==> src/rtl/sdc_cnt_pkg.sv <==
// Shared types and default sizes for the SD-card data-path counters.
// Default terminal counts for the block/word/CRC framing counters.
package sdc_cnt_pkg;

    typedef enum logic {
        StIdle,
        StRun
    } seq_state_e;

    localparam int unsigned WordCntDw   = 8;
    localparam logic [7:0]  WordCntMax  = 8'h40;
    localparam int unsigned WordBitsDw  = 6;
    localparam logic [5:0]  WordBitsMax = 6'h3F;
    localparam int unsigned CrcBitsDw   = 5;
    localparam logic [4:0]  CrcBitsMax  = 5'h10;

endpackage

==> src/rtl/counter_seq.sv <==
// One-shot sequence counter: armed by start_strb_i, counts enabled clocks up to SEQ_MAX,
// then pulses strb_o once and returns to idle.
module counter_seq
    import sdc_cnt_pkg::*;
#(
    parameter int unsigned       SEQ_DW  = WordBitsDw,
    parameter logic [SEQ_DW-1:0] SEQ_MAX = WordBitsMax
) (
    input  logic              clk_i,
    input  logic              rst_ni,
    input  logic              enable_i,
    input  logic              start_strb_i,
    output logic [SEQ_DW-1:0] value_o,
    output logic              busy_o,
    output logic              strb_o
);

    seq_state_e        state_q, state_d;
    logic [SEQ_DW-1:0] value_q, value_d;
    logic              strb_q, strb_d;

    always_ff @(posedge clk_i or negedge rst_ni) begin
        if (!rst_ni) begin
            state_q <= StIdle;
            value_q <= '0;
            strb_q  <= 1'b0;
        end else begin
            state_q <= state_d;
            value_q <= value_d;
            strb_q  <= strb_d;
        end
    end

    always_comb begin
        state_d = state_q;
        value_d = value_q;
        strb_d  = 1'b0;
        unique case (state_q)
            StIdle: begin
                if (start_strb_i) begin
                    state_d = StRun;
                    value_d = '0;
                end
            end
            StRun: begin
                // A start strobe wins over the terminal count, so no strobe on restart.
                if (start_strb_i) begin
                    value_d = '0;
                end else if (enable_i) begin
                    if (value_q == SEQ_MAX) begin
                        state_d = StIdle;
                        value_d = '0;
                        strb_d  = 1'b1;
                    end else begin
                        value_d = value_q + 1'b1;
                    end
                end
            end
            default: state_d = StIdle;
        endcase
    end

    always_comb begin
        value_o = value_q;
        busy_o  = (state_q == StRun);
        strb_o  = strb_q;
    end

endmodule

==> src/rtl/sdc_counter_pair.sv <==
// SD-card data-path counter pair: free-running word counter plus one-shot sequence counter,
// both released from reset through a two-flop synchroniser.
module sdc_counter_pair
    import sdc_cnt_pkg::*;
#(
    parameter int unsigned       CNT_DW  = WordCntDw,
    parameter logic [CNT_DW-1:0] CNT_MAX = WordCntMax,
    parameter int unsigned       SEQ_DW  = WordBitsDw,
    parameter logic [SEQ_DW-1:0] SEQ_MAX = WordBitsMax
) (
    input  logic              clk,
    input  logic              reset,
    input  logic              cnt_enable,
    output logic [CNT_DW-1:0] cnt_value,
    output logic              cnt_strb,
    input  logic              seq_enable,
    input  logic              seq_start_strb,
    output logic [SEQ_DW-1:0] seq_value,
    output logic              seq_busy,
    output logic              seq_strb
);

    localparam logic [CNT_DW-1:0] CntLast = CNT_MAX - 1'b1;

    // Assertion is immediate; release reaches the logic two clocks after reset rises.
    logic [1:0] rst_sync_q;
    logic       rst_n;

    always_ff @(posedge clk or negedge reset) begin
        if (!reset) begin
            rst_sync_q <= 2'b00;
        end else begin
            rst_sync_q <= {rst_sync_q[0], 1'b1};
        end
    end

    assign rst_n = rst_sync_q[1];

    logic [CNT_DW-1:0] cnt_value_q, cnt_value_d;
    logic              cnt_strb_q, cnt_strb_d;

    always_ff @(posedge clk or negedge rst_n) begin
        if (!rst_n) begin
            cnt_value_q <= '0;
            cnt_strb_q  <= 1'b0;
        end else begin
            cnt_value_q <= cnt_value_d;
            cnt_strb_q  <= cnt_strb_d;
        end
    end

    always_comb begin
        cnt_value_d = cnt_value_q;
        cnt_strb_d  = 1'b0;
        if (cnt_enable) begin
            if (cnt_value_q == CntLast) begin
                cnt_value_d = '0;
                cnt_strb_d  = 1'b1;
            end else begin
                cnt_value_d = cnt_value_q + 1'b1;
            end
        end
    end

    assign cnt_value = cnt_value_q;
    assign cnt_strb  = cnt_strb_q;

    counter_seq #(
        .SEQ_DW  (SEQ_DW),
        .SEQ_MAX (SEQ_MAX)
    ) u_counter_seq (
        .clk_i        (clk),
        .rst_ni       (rst_n),
        .enable_i     (seq_enable),
        .start_strb_i (seq_start_strb),
        .value_o      (seq_value),
        .busy_o       (seq_busy),
        .strb_o       (seq_strb)
    );

endmodule

==> config.mk <==
export PLATFORM = sky130hd
export DESIGN_NAME = sdc_counter_pair
export DESIGN_NICKNAME = d
export VERILOG_FILES = /design/src/rtl/sdc_cnt_pkg.sv /design/src/rtl/counter_seq.sv /design/src/rtl/sdc_counter_pair.sv
export SDC_FILE = /design/constraint.sdc
export NUM_CORES = 1
export LEC_CHECK = 0
export CORE_MARGIN = 1
export CORE_UTILIZATION = 46
export CTS_CLUSTER_SIZE = 14
export DETAILED_ROUTE_END_ITERATION = 10
export PLACE_DENSITY = 0.76
export SLEW_MARGIN = 20
export SYNTH_ARGS = -nofsm -noshare
export SYNTH_HDL_FRONTEND = slang
export SYNTH_SLANG_ARGS = --single-unit
==> constraint.sdc <==
create_clock -name clk -period 0.8 [get_ports clk]
set_input_delay 0.16 -clock clk [delete_from_list [all_inputs] [get_ports clk]]
set_output_delay 0.16 -clock clk [all_outputs]
set_load 0.05 [all_outputs]
==> impl_metrics.py, run 1 <==
metrics = {
    "clocking": {
        "cts_resized": 27,
        "cts-buffers-inserted": 3,
        "root_buffer": "clkbuf_4",
        "cts_hold_buffers": 1,
        "htree_levels": 1,
        "cts_setup_buffers": 23,
        "clock_path_buffers": 2,
        "cts.sinks": 19,
    },
    "run_status": {
        "haltStage": "4_1_cts",
        "status": "aborted with a tool error",
        "stop_error": "[ERROR DPL-0038] Utilization greater than 100%, impossible to legalize",
    },
    "floorplan": {
        "die_h_um": 45.0,
        "ios": 22,
        "die_width_um": 45.0,
        "start_util": 0.493,
        "rows": 15,
    },
    "placed_design": {
        "gp_congestion": 0.843,
        "dp_hpwl_um": 2390,
        "io_buffers": 21,
    },
    "logic_synthesis": {
        "synthTopCellsByArea": "dfrtp_1, nand3_1, nand2_1",
        "synth_top_area_cell": "dfrtp_1",
        "syn_nets": 85,
        "synth_seq_area_share": 0.559,
        "yosysWarnings": 0,
        "synthCells": 78,
        "avgSynthCellArea_um2": 10.9,
        "syn_area_um2": 851,
        "synth-seq-cells": 19,
        "netlist.area_leader.share": 0.559,
        "ys_types": 30,
    },
}
==> cell usage after synthesis <==
library cell / count
conb_1: 1
xnor2_1: 2
and3_1: 1
nor3_1: 1
or3_1: 4
nand2b_1: 2
o31ai_1: 1
clkbuf_1: 1
nor2_1: 2
a31oi_1: 2
mux2_2: 1
o21ai_1: 1
nand4_2: 1
nor4_1: 1
ha_1: 2
nand2_2: 1
dfrtp_1: 19
nand4_1: 4
xor2_1: 3
a21o_1: 1
inv_1: 1
nand2_1: 7
a311o_1: 1
nand3_2: 1
o211ai_1: 1
o21ai_0: 3
nor4_2: 1
nor4b_1: 1
nand3_1: 7
a21oi_1: 4
==> cells by family after synthesis <==
logic type,Yosys count,share of synthesized area
and+or+nand+nor,34,0.234
DFF,19,0.559
AOI/OAI and AO/OA,14,0.100
xor gates and xnor gates,5,0.0515
adders and majority gates,2,0.0294
buffers and inverters,2,0.00882
other,1,0.00441
muxes,1,0.0132
==> metrics by stage <==
| stage | area, um^2 | std cells | setup slack [ns] | hold WS [ns] | setup TNS [ns] |
|---|---|---|---|---|---|
| after floorplan | 950 | 78 | -0.524 | -0.136 | -6.20 |
| after global placement | 1580 | 152 | -0.542 | 0.160 | -8.33 |
| after detailed placement | 1580 | 152 | -0.655 | 0.202 | -10.08 |
==> run 2, diff against run 1 <==
CORE_AREA = 2 2 63 65   (was unset)
CORE_MARGIN = unset   (was 1)
CORE_UTILIZATION = unset   (was 46)
CTS_CLUSTER_SIZE = unset   (was 14)
DIE_AREA = 0 0 65 67   (was unset)
PLACE_DENSITY = unset   (was 0.76)
PLACE_DENSITY_LB_ADDON = 0.15   (was unset)
==> run 2 against run 1 <==
The flow now finishes, with violations (setup timing). Area after synthesis is the same. Synthesized cell count is the same.
==> impl_metrics.py, run 2 <==
metrics = {
    "run_status": {
        "status": "finished, violations left",
        "violations": "setup timing",
    },
    "logic_synthesis": {
        "syn_area_um2": 851,
        "synth-edff-count": 0,
        "synthTopCellsByArea": "dfrtp_1, nand3_1, nand2_1",
        "ys_types": 30,
        "synth_seq_area_share": 0.559,
        "synthCells": 78,
        "synth-seq-cells": 19,
        "yosysWarnings": 0,
        "syn_nets": 85,
        "synth_commonest_cells": "dfrtp_1, nand2_1, nand3_1",
        "ys_async_sr_fraction": 1.00,
        "yosys_most_used_dff": "dfrtp_1",
        "avgSynthCellArea_um2": 10.9,
        "netlist.area_leader.share": 0.559,
        "yosysMostFrequentCell": "dfrtp_1",
        "synth_top_area_cell": "dfrtp_1",
    },
    "setup_path": {
        "crit_type": "reg -> out",
        "cp-end-kind": "output port",
        "cp.required_ns": 0.64,
        "critPathArrivalTime_ns": 1.06,
        "ff2ff_setup_slack_ns": -0.39,
        "startpoint_type": "flop",
        "crit_path_max_fanout": 4,
    },
    "min_path": {
        "hold_class": "in -> async",
    },
    "placed_design": {
        "dp_slack_ns": -0.589,
        "gp_congestion": 0.757,
        "dp_hpwl_um": 1770,
        "placed_cells": 177,
        "io_buffers": 21,
        "postPlaceCellArea_um2": 1620,
    },
    "timing": {
        "fin_ws_ns": -0.422,
        "drv_slew": 0,
        "finClkSkew_ns": 0.00554,
        "setup-tns-final_ns": -10.39,
        "rsz0062_at_grt": "yes",
        "fmax_mhz": 818,
        "fin_crit_sh": 1.53,
        "hold_viol_final": 0,
        "min_period_ns": 1.22,
        "finalSetupViolCount": 34,
    },
    "job": {
        "maxCapViolations": 0,
    },
    "drt": {
        "drc": 0,
        "wl_per_cell_um": 12.9,
        "wirelength_um": 2510,
        "firstDrtPassIters": 3,
        "drtIter0Drc": 10,
        "dr_total_vias": 862,
        "ant_nets": 0,
        "viasPerCell": 4.42,
    },
    "cells_and_area": {
        "nets": 155,
        "layout_common_cells": "buf_4, buf_6, buf_12",
        "insertedDiodeCount": 0,
        "utilization": 0.533,
        "layout-drive-gt1-share": 0.701,
        "largest_reg_flops": 8,
        "final_common_cell": "buf_4",
        "syn_to_final_growth_pct": 126,
        "stdcell_count": 195,
        "fin_area_um2": 1920,
    },
    "global_routing": {
        "grt.met1_usage": 0.151,
        "grt_pass1_vias": 945,
        "grt_use_total": 0.126,
        "top_usage_layer": "met2",
        "grt_pass1_wl_um": 4240,
        "grt_util_met2": 0.224,
        "antenna_found_initial": 0,
        "overflow": 0,
        "use_met3": 0.0220,
        "grt_max_degree": 18,
    },
    "clocking": {
        "cts-buffers-inserted": 3,
        "root_buffer": "clkbuf_8",
        "cts.sinks": 19,
        "htree_levels": 1,
        "clk_latency_ns": 0.26,
        "cts_hold_buffers": 0,
        "clk_pin_slew_ns": 0.08,
        "cts_tree": "yes",
        "clock_path_buffers": 2,
    },
    "pwr": {
        "p_sw_w": 0.00157,
        "comb_power_share": 0.519,
        "p_int_w": 0.00271,
        "leakagePower_nw": 0.798,
        "power.share.sequential": 0.323,
        "clockPowerShare": 0.158,
        "p_per_area_nw_per_um2": 2230,
        "p_sw_frac": 0.367,
        "vdd_drop_max_v": 0.000934,
    },
    "floorplan": {
        "die_width_um": 65,
        "ios": 22,
        "die_h_um": 67,
        "core_um2": 3610,
        "die-area_um2": 4360,
        "start_util": 0.236,
        "rows": 22,
    },
}
run 2: cell counts after synthesis:
No cell type changed its count.
run 2: repair_timing:
item / 4_1_cts / 5_1_grt
buffers inserted: 10 / 4
pin swaps: 15 / 10
gates resized for setup: 27 / 11
hold endpoints to repair: 0 / 0
endpoints found under the setup margin: 34 / 34
run 2: kinds of logic after synthesis:
kind of cell               synth area share
other                               0.00441
xor gates and xnor gates             0.0515
DFF                                   0.559
adders and majority gates            0.0294
and+or+nand+nor                       0.234
buffers and inverters               0.00882
muxes                                0.0132
AOI/OAI and AO/OA                     0.100
run 2: layout make-up:
type	instances	area, um^2
Timing Repair Buffer	66	800
Inverter	1	3.75
Tap cell	48	60.1
Multi-Input combinational cell	57	519
Fill cell	324	1680
Sequential cell	19	494
Clock buffer	4	45.0
run 2: stage by stage:
stage          total power (W)  hold WS, ns
2_1_floorplan          0.00222       -0.136
3_3_place_gp           0.00332        0.192
3_5_place_dp           0.00337        0.193
4_1_cts                0.00427       0.0586
5_1_grt                0.00451       0.0605
6_report               0.00428       0.0659
run 2: power groups by stage:
stage / Combinational (W) / Clock, W / Sequential [W]
6_report: 0.00222 / 0.000677 / 0.00138
5_1_grt: 0.00233 / 0.000753 / 0.00142
4_1_cts: 0.00217 / 0.000704 / 0.00139
3_5_place_dp: 0.00198 / 0 / 0.00138
3_3_place_gp: 0.00195 / 0 / 0.00138
2_1_floorplan: 0.000314 / 0 / 0.00190
run 2: worst paths after layout:
check	cells after the start	from	endpoint
max in group asynchronous	1	rst_sync_q[1]	cnt_value[2]
setup reg to reg	4	u_counter_seq.value_o[0]	u_counter_seq.value_o[4]
hold / removal	1	reset	rst_sync_q[0]
hold reg to reg	1	rst_sync_q[1]	u_counter_seq.value_o[1]
setup / recovery	3	u_counter_seq.value_o[4]	seq_value[4]
min in group clk	0	rst_sync_q[0]	rst_sync_q[1]
run 2: worst max-delay path: stages, from the launching register on:
cell and delay (ns):
dfrtp_2 0.43, buf_6 0.13, buf_6 0.11, buf_12 0.13
run 2: per-layer routing:
metal	routed length [um]	vias to the layer above
met2	1430	10
met1	1000	429
met5	0	-
met3	51	2
li1	-	421
met4	27	0
Power figures use the tool's default switching activity.
